===== src/rtl/timer_pkg.sv =====
// Shared field widths, limits, packed layout and opcodes for the multi-channel timer.
// The packed struct bit order matches the display word {hour,min,sec,cs}.
package timer_pkg;

  localparam int HOUR_W = 5;
  localparam int MIN_W  = 6;
  localparam int SEC_W  = 6;
  localparam int CS_W   = 7;
  localparam int TIME_W = HOUR_W + MIN_W + SEC_W + CS_W;

  localparam int CS_LSB   = 0;
  localparam int SEC_LSB  = CS_LSB + CS_W;
  localparam int MIN_LSB  = SEC_LSB + SEC_W;
  localparam int HOUR_LSB = MIN_LSB + MIN_W;

  localparam logic [HOUR_W-1:0] HOUR_MAX = 5'd23;
  localparam logic [MIN_W-1:0]  MIN_MAX  = 6'd59;
  localparam logic [SEC_W-1:0]  SEC_MAX  = 6'd59;
  localparam logic [CS_W-1:0]   CS_MAX   = 7'd99;

  localparam logic [2:0] OP_NOP     = 3'd0;
  localparam logic [2:0] OP_START   = 3'd1;
  localparam logic [2:0] OP_STOP    = 3'd2;
  localparam logic [2:0] OP_CLEAR   = 3'd3;
  localparam logic [2:0] OP_LOAD    = 3'd4;
  localparam logic [2:0] OP_INC_MIN = 3'd5;
  localparam logic [2:0] OP_DEC_MIN = 3'd6;
  localparam logic [2:0] OP_SET_DIR = 3'd7;

  typedef struct packed {
    logic [HOUR_W-1:0] hour;
    logic [MIN_W-1:0]  min;
    logic [SEC_W-1:0]  sec;
    logic [CS_W-1:0]   cs;
  } time_t;

  // Out-of-range fields saturate at their limit instead of wrapping.
  function automatic time_t clamp_time(input time_t t);
    time_t r;
    r.hour = (t.hour > HOUR_MAX) ? HOUR_MAX : t.hour;
    r.min  = (t.min  > MIN_MAX)  ? MIN_MAX  : t.min;
    r.sec  = (t.sec  > SEC_MAX)  ? SEC_MAX  : t.sec;
    r.cs   = (t.cs   > CS_MAX)   ? CS_MAX   : t.cs;
    return r;
  endfunction

endpackage


===== src/rtl/multi_timer_core_channel.sv =====
// One time channel: hour/min/sec/cs fields, run and direction flags, expiry pulse.
// A tick is dropped when a command other than NOP/START lands on this channel.
module timer_channel
  import timer_pkg::*;
(
  input  logic        clk,
  input  logic        rst,
  input  logic        tick_i,
  input  logic        cmd_stb_i,
  input  logic [2:0]  op_i,
  input  logic [23:0] cmd_time_i,
  output time_t       time_o,
  output logic        run_o,
  output logic        dir_o,
  output logic        expired_o
);

  time_t time_q, time_d;
  time_t up_t, dn_t;
  logic  run_q, run_d;
  logic  dir_q, dir_d;
  logic  exp_q, exp_d;
  logic  tick_en;

  assign tick_en = tick_i & run_q &
                   (~cmd_stb_i | (op_i == OP_NOP) | (op_i == OP_START));

  always_comb begin
    up_t = time_q;
    if (time_q.cs != CS_MAX) begin
      up_t.cs = time_q.cs + 1'b1;
    end else begin
      up_t.cs = '0;
      if (time_q.sec != SEC_MAX) begin
        up_t.sec = time_q.sec + 1'b1;
      end else begin
        up_t.sec = '0;
        if (time_q.min != MIN_MAX) begin
          up_t.min = time_q.min + 1'b1;
        end else begin
          up_t.min  = '0;
          up_t.hour = (time_q.hour == HOUR_MAX) ? '0 : time_q.hour + 1'b1;
        end
      end
    end
  end

  // Only meaningful for a non-zero value; zero is handled as an expiry.
  always_comb begin
    dn_t = time_q;
    if (time_q.cs != '0) begin
      dn_t.cs = time_q.cs - 1'b1;
    end else begin
      dn_t.cs = CS_MAX;
      if (time_q.sec != '0) begin
        dn_t.sec = time_q.sec - 1'b1;
      end else begin
        dn_t.sec = SEC_MAX;
        if (time_q.min != '0) begin
          dn_t.min = time_q.min - 1'b1;
        end else begin
          dn_t.min  = MIN_MAX;
          dn_t.hour = time_q.hour - 1'b1;
        end
      end
    end
  end

  always_comb begin
    time_d = time_q;
    run_d  = run_q;
    dir_d  = dir_q;
    exp_d  = 1'b0;
    if (tick_en) begin
      if (dir_q) begin
        if ((time_q == '0) || (dn_t == '0)) begin
          time_d = '0;
          run_d  = 1'b0;
          exp_d  = 1'b1;
        end else begin
          time_d = dn_t;
        end
      end else begin
        time_d = up_t;
      end
    end else if (cmd_stb_i) begin
      case (op_i)
        OP_START: run_d = 1'b1;
        OP_STOP:  run_d = 1'b0;
        OP_CLEAR: begin
          time_d = '0;
          run_d  = 1'b0;
        end
        OP_LOAD:  time_d = clamp_time(time_t'(cmd_time_i));
        OP_INC_MIN: begin
          time_d.min = (time_q.min >= MIN_MAX) ? '0 : time_q.min + 1'b1;
          time_d.cs  = '0;
        end
        OP_DEC_MIN: begin
          time_d.min = (time_q.min == '0) ? MIN_MAX : time_q.min - 1'b1;
          time_d.cs  = '0;
        end
        OP_SET_DIR: begin
          dir_d = cmd_time_i[0];
          run_d = 1'b0;
        end
        default: ;
      endcase
    end
  end

  always_ff @(posedge clk or negedge rst) begin
    if (!rst) begin
      time_q <= '0;
      run_q  <= 1'b0;
      dir_q  <= 1'b0;
      exp_q  <= 1'b0;
    end else begin
      time_q <= time_d;
      run_q  <= run_d;
      dir_q  <= dir_d;
      exp_q  <= exp_d;
    end
  end

  assign time_o    = time_q;
  assign run_o     = run_q;
  assign dir_o     = dir_q;
  assign expired_o = exp_q;

endmodule


===== src/rtl/multi_timer_core.sv =====
// N_CH independent time channels sharing one centisecond prescaler,
// with per-channel command decode and a registered display mux.
module multi_timer_core
  import timer_pkg::*;
#(
  parameter int CLK_HZ  = 100_000_000,
  parameter int TICK_HZ = 100,
  parameter int N_CH    = 4,
  parameter int CH_W    = (N_CH > 1) ? $clog2(N_CH) : 1
) (
  input  logic            clk,
  input  logic            rst,
  input  logic            cmd_valid,
  input  logic [CH_W-1:0] cmd_ch,
  input  logic [2:0]      cmd_op,
  input  logic [23:0]     cmd_time,
  input  logic [CH_W-1:0] disp_sel,
  output logic [23:0]     disp_time,
  output logic [N_CH-1:0] run_vec,
  output logic [N_CH-1:0] dir_vec,
  output logic [N_CH-1:0] expired,
  output logic            tick
);

  localparam int              DIV     = CLK_HZ / TICK_HZ;
  localparam int              PRE_W   = (DIV > 2) ? $clog2(DIV) : 1;
  localparam logic [PRE_W-1:0] PRE_MAX = PRE_W'(DIV - 1);

  logic [PRE_W-1:0] pre_q, pre_d;
  time_t            ch_time [N_CH];
  logic [23:0]      disp_q, disp_d;

  assign tick  = (pre_q == PRE_MAX);
  assign pre_d = tick ? '0 : pre_q + 1'b1;

  always_ff @(posedge clk or negedge rst) begin
    if (!rst) begin
      pre_q <= '0;
    end else begin
      pre_q <= pre_d;
    end
  end

  for (genvar g = 0; g < N_CH; g++) begin : g_ch
    logic cmd_stb;
    assign cmd_stb = cmd_valid && (cmd_ch == CH_W'(g));

    timer_channel u_ch (
      .clk        (clk),
      .rst        (rst),
      .tick_i     (tick),
      .cmd_stb_i  (cmd_stb),
      .op_i       (cmd_op),
      .cmd_time_i (cmd_time),
      .time_o     (ch_time[g]),
      .run_o      (run_vec[g]),
      .dir_o      (dir_vec[g]),
      .expired_o  (expired[g])
    );
  end

  // Loop-compare mux keeps an unpopulated disp_sel value at zero.
  always_comb begin
    disp_d = '0;
    for (int i = 0; i < N_CH; i++) begin
      if (disp_sel == CH_W'(i)) disp_d = ch_time[i];
    end
  end

  always_ff @(posedge clk or negedge rst) begin
    if (!rst) begin
      disp_q <= '0;
    end else begin
      disp_q <= disp_d;
    end
  end

  assign disp_time = disp_q;

endmodule


===== config.mk =====
export PLATFORM = sky130hd
export DESIGN_NAME = multi_timer_core
export DESIGN_NICKNAME = d
export VERILOG_FILES = /design/src/rtl/timer_pkg.sv /design/src/rtl/multi_timer_core_channel.sv /design/src/rtl/multi_timer_core.sv
export SDC_FILE = /design/constraint.sdc
export NUM_CORES = 1
export LEC_CHECK = 0
export CAP_MARGIN = 20
export CORE_UTILIZATION = 41
export CTS_CLUSTER_SIZE = 25
export DETAILED_ROUTE_END_ITERATION = 7
export GPL_TIMING_DRIVEN = 0
export PLACE_DENSITY = 0.66
export SYNTH_ARGS = -nofsm -noshare
export SYNTH_HDL_FRONTEND = slang
export SYNTH_SLANG_ARGS = --single-unit

===== constraint.sdc =====
create_clock -name clk -period 3.94 [get_ports clk]
set_clock_uncertainty 0.2 [all_clocks]
set_input_delay 0.788 -clock clk [delete_from_list [all_inputs] [get_ports clk]]
set_output_delay 0.788 -clock clk [all_outputs]
set_load 0.02 [all_outputs]

# Word level (Yosys, flattened, before mapping)
# Index checks and enable logic that the tools add are counted.
# totals
in_bits,34
output_inout_bits,37
elab_cells,347
ff_bits,152
# op_classes
n_bitwise,24
add_sub_neg,33
order_cmp,8
n_eq_ne,50
mux,121
n_reduce_logical,81
# ops
cell,count
$mux W24,20
$logic_not A24 Y1,8
$mux W6,26
$mux W17,8
$pmux W6 S4,4
$mux W11,8
$mux W5,13
$mux W7,9
$add A6 B1 Y6 const B,8
$ne A6 B6 Y1 const B,8
$reduce_bool A6 Y1,8
$sub A6 B1 Y6 const B,8
$ne A3 B2 Y1 const B,12
$reduce_bool A3 Y1,12
$reduce_and A4 Y1,8
$add A7 B1 Y7 const B,4
$mux W1,28
$ne A7 B7 Y1 const B,4
$reduce_bool A7 Y1,4
$sub A7 B1 Y7 const B,4
$ge A6 B6 Y1 const B,4
$logic_not A6 Y1,4
$reduce_and A3 Y1,8
$add A20 B1 Y20 const B,1
other kinds (31),96

# Logic depth before layout (Yosys ltp)
# logic_depth
word_depth,9
depth_mapped,13

# Modules after synthesis
# From an unflattened synthesis, not the netlist that was laid out.
# unflattened
hier_cells,1834
area_unflattened_um2,14719.1
# by_module_without_submodules
mod,area_per_inst_um2,n_inst,cells_per_inst
timer_channel at g_ch[0].u_ch ...,3188.1,3,425
timer_channel at g_ch[3].u_ch,2996.6,1,405
multi_timer_core,2158.3,1,154

# Worst setup path after synthesis
# No wires, ideal clock.
# synth_timing
kind,flip-flop to flip-flop
from,"register g_ch[3].u_ch.time_q, in the netlist g_ch[3].u_ch.time_o[14]"
to,"register g_ch[3].u_ch.time_q, in the netlist g_ch[3].u_ch.time_o[18]"
path_stages_with_launch,13
t_arrival_ns,3.007
synth_period_minus_slack_ns,3.333
required_time_ns,3.614
setup_slack_ns,0.607
path_cell_list,dfrtp_1 > clkbuf_1 > inv_1 > ha_1 > or3b_1 > buf_2 > or3_4 > o31a_1 > a311o_1 > nor3_2 > nor2_1 > a31o_1 > a221o_1
# synth_via
elab_chain_cells,9
# synth_lines
item,line,rtl
start: declaration,multi_timer_core_channel.sv:18,"time_t time_q, time_d;"
start signal: assignment,multi_timer_core_channel.sv:119,time_q <= time_d;
$sub A6 B1 Y6 / $reduce_bool A6 Y1 (equally long branches),"multi_timer_core_channel.sv:60, multi_timer_core_channel.sv:100, multi_timer_core_channel.sv:59",
$mux W6 / $mux W5 (equally long branches),multi_timer_core_channel.sv:59,if (time_q.min != '0) begin
$mux W11,multi_timer_core_channel.sv:55,if (time_q.sec != '0) begin
$mux W17,multi_timer_core_channel.sv:51,if (time_q.cs != '0) begin
$logic_not A24 Y1,multi_timer_core_channel.sv:76,if ((time_q == '0) || (dn_t == '0)) begin
$logic_or A1 B1 Y1,multi_timer_core_channel.sv:76,
$mux W24,multi_timer_core_channel.sv:76,
$mux W24,multi_timer_core_channel.sv:75,if (dir_q) begin
$mux W24 (*),multi_timer_core_channel.sv:74,if (tick_en) begin
# Mark *: on every way between the ends. The rest lies on a longest branch, timed or not. The select of a mux whose other input is x is not followed.
# A chain may end at the register's enable or synchronous reset.

# Worst setup path after layout
# layout_timing
from,input port cmd_op[1]
to,"register g_ch[3].u_ch.time_q, in the netlist g_ch[3].u_ch.time_o[1]"
# layout_via
elab_chain_cells,6
# layout_lines
item,line,rtl
start: declaration,multi_timer_core.sv:15,"input logic [2:0] cmd_op,"
$logic_not A3 Y1,multi_timer_core_channel.sv:26,(~cmd_stb_i | (op_i == OP_NOP) | (op_i == OP_START));
$or A1 B1 Y1 (2 in a row),multi_timer_core_channel.sv:26,
$and A1 B1 Y1,multi_timer_core_channel.sv:25,assign tick_en = tick_i & run_q &
$reduce_bool A3 Y1 (no line) / $reduce_bool A2 Y1 (equally long branches),--,
$reduce_and A2 Y1 (no line),--,
# Parallel ways exist; a longest one is shown, timed or not. The select of a mux whose other input is x is not followed.

==> flow_metrics.env <==
export IMPL_ys_flop_type="dfrtp_1"
export IMPL_drc_errors=0
export IMPL_synthArstFlopShare_pct=100.0
export IMPL_tritoncts="built"
export IMPL_ys_top_cells_by_count="nor2_1 (172), nand2_1 (155), dfrtp_1 (152), a21oi_1 (133), o21ai_0 (132)"
export IMPL_start_kind="input pin"
export IMPL_hold_path_class="input pin to async pin"
export IMPL_io_pins=71
export IMPL_place_hpwl_um=43010
export IMPL_nets=1941
export IMPL_critPathRequiredTime_ns=4.13
export IMPL_cp_end_kind="flop"
export IMPL_register_area_um2=3806
export IMPL_avgSynthCellArea_um2=7.752
export IMPL_final_fill_count=3281
export IMPL_layoutNonFillerInstCount=2324
export IMPL_period_share_pct=98.11
export IMPL_fin_area_um2=15750
export IMPL_dp_cells=2290
export IMPL_synth_top_cell_by_area="dfrtp_1"
export IMPL_r2r_slack_ns=0.13
export IMPL_worstSkewPairLatency_ns=0.48
export IMPL_worst_pin_slew_ns=1.284
export IMPL_hold_buffers=0
export IMPL_rows=66
export IMPL_grt_pass1_wl_um=85400
export IMPL_antenna_found_initial=6
export IMPL_dieArea_um2=34220
export IMPL_coreArea_um2=32700
export IMPL_place_port_buffers=67
export IMPL_worstSetupPathType="input pin to flop"
export IMPL_cts_root_buf="clkbuf_16"
export IMPL_synth_edf_count=0
export IMPL_rsz0062_at_grt="no"
export IMPL_pre_cts_ws_ns=-0.4578
export IMPL_grt_start_max_net_pins=98
export IMPL_ctsLongestPathBuffers=2
export IMPL_drv_cap=0
export IMPL_dieWidth_um=185.0
export IMPL_cts_max_level=4
export IMPL_synth_seq_cells=152
export IMPL_drt_first_pass_iters=8
export IMPL_ir_drop_uv=371.3
export IMPL_vias_per_cell=6.512
export IMPL_drt_iter0_drc=1670
export IMPL_status="completed"
export IMPL_hold_ws_ns=0.02756
export IMPL_yosysMostFrequentCell="nor2_1"
export IMPL_critPathMaxFanout=10
export IMPL_grt_pass1_vias=13790
export IMPL_syn_cell_area_um2=13730
export IMPL_synth_area_top_cells="dfrtp_1 (28%), a21oi_1 (4.8%), o21ai_0 (4.8%), nor2_1 (4.7%), nand2_1 (4.2%)"
export IMPL_clk_pin_slew_ns=0.07
export IMPL_die_h_um=185.0
export IMPL_setup_slack_ns=0.07451
export IMPL_multi_input_area_um2=9181
export IMPL_track_usage_pct=33.76
export IMPL_yosys_area_top_type_share_pct=27.70
export IMPL_timing_rr_end="g_ch[0].u_ch.time_o[23]"
export IMPL_synthDistinctLibCells=94
export IMPL_p_leak_nw=6.015
export IMPL_routed_wl_um=57100
export IMPL_wl_per_cell_um=24.57
export IMPL_ys_seq_area_share_pct=27.70
export IMPL_postSynthNetCount=1846
export IMPL_vias=15130
export IMPL_area_delta_synth_final_pct=14.69
export IMPL_slew_headroom_pct=13.47
export IMPL_reg2regPathDepth=7
export IMPL_r2r_start="g_ch[0].u_ch.time_o[3]"
export IMPL_dpl_cell_area_um2=15070
export IMPL_finalMaxSlewViolations=0
export IMPL_syn_inst=1771
export IMPL_max_freq_mhz=258.7
export IMPL_finalHoldViolCount=0
export IMPL_cts_buffers=17
export IMPL_powerDensity_nw_per_um2=440.0
export IMPL_finalSetupViolCount=0
export IMPL_drive_gt1_share_pct=9.047
export IMPL_initial_core_util_pct=41.98
export IMPL_cts_sinks=152
export IMPL_grt_overflow=0
export IMPL_synth_warnings=0
export IMPL_finalWeightedCongestion=0.9835
export IMPL_layout_min_cycle_time_ns=3.865
export IMPL_crit_arrival_ns=4.05
export IMPL_drtAntennaViolNets=0
## kinds of logic after synthesis
family | after synthesis | synth area share [%]
simple gates | 712 | 26.59
xor+xnor | 87 | 5.550
buf+inv | 209 | 6.243
compound gates | 524 | 24.55
fa+ha+maj | 41 | 3.736
mux | 46 | 5.623
flops | 152 | 27.70
## layout make-up
type / count / share of cell area, %
flip-flops and latches: 152 / 24.17
well taps: 442 / 3.512
multi-input cells: 1410 / 58.31
repair buffers: 79 / 5.030
inverters: 65 / 1.549
clock buffers: 19 / 2.749
diodes: 3 / 0.04768
plain buffers: 141 / 3.838
clock inverters: 13 / 0.7946
## stage by stage
| step | utilization [%] | total power [mW] | TNS, ns |
|---|---|---|---|
| 2_1_floorplan | - | 4.079 | 0 |
| 3_3_place_gp | 45.73 | 5.117 | -745.77 |
| 3_5_place_dp | 46.07 | 5.144 | -9.842 |
| 4_1_cts | 47.88 | 6.804 | 0 |
| 5_1_grt | 48.13 | 7.229 | 0 |
| 6_report | 48.15 | 6.929 | 0 |
## flip-flops by register name, indices dropped and copies added, names as in the netlist
register	cells
g_ch.u_ch.run_o	4
g_ch.u_ch.expired_o	4
pre_q	20
g_ch.u_ch.dir_o	4
g_ch.u_ch.time_o	96
disp_time	24
## repair_timing
item                                   4_1_cts  5_1_grt
setup endpoints to repair                   11       52
pin swaps                                    1        1
gates resized for setup                      7       27
buffers inserted                             2        0
endpoints found under the hold margin        0        0
## metal layers
metal / global-route usage [%] / wire [um] / vias to the layer above
met5: 0 / 39 / -
met4: 22.28 / 3686 / 6
met3: 8.317 / 6230 / 230
met2: 48.65 / 24180 / 938
met1: 44.63 / 22960 / 7215
li1: - / - / 6745
## layout by cell type, fill, tap and decap left out, types with 35 or more instances in the layout
cell               n
nor2_1           171
nor3_1            63
inv_1             63
dfrtp_1          150
a21oi_1          131
clkbuf_1         106
clkdlybuf4s50_1   65
o21ai_0          125
xnor2_1           48
nand2_1          154
nand3_1          113
a31oi_1           35
xor2_1            39
ha_1              40
## critical path, cell delays in order
cell	delay, ns
clkdlybuf4s50_1	0.61
clkbuf_1	0.45
and3b_1	0.38
a21oi_2	0.42
o21ai_1	0.38
buf_4	0.28
nor4_1	0.53
a311oi_1	0.09
o21ai_0	0.11
## report_power, final
part | total [mW] | switching (mW) | internal [mW]
Clock | 1.66 | 0.788 | 0.872
Sequential | 2.14 | 0.335 | 1.81
Combinational | 3.13 | 2.01 | 1.11
Total | 6.93 | 3.14 | 3.79
## worst max-delay path by stage
stage / startpoint / to / slack (ns) / depth (start not counted)
after global routing: g_ch[2].u_ch.time_o[0] / g_ch[2].u_ch.time_o[14] / 0.006 / 12
after detailed placement: cmd_op[1] / g_ch[3].u_ch.time_o[1] / -0.46 / 9
final: cmd_op[1] / g_ch[3].u_ch.time_o[1] / 0.07 / 9
after floorplan: g_ch[3].u_ch.time_o[14] / g_ch[3].u_ch.time_o[18] / 0.61 / 12
after global placement: rst / g_ch[0].u_ch.time_o[20] / -4.86 / 1
after CTS: cmd_op[1] / g_ch[3].u_ch.time_o[1] / 0.03 / 9
Note: power is estimated with default switching activity, not from simulation.
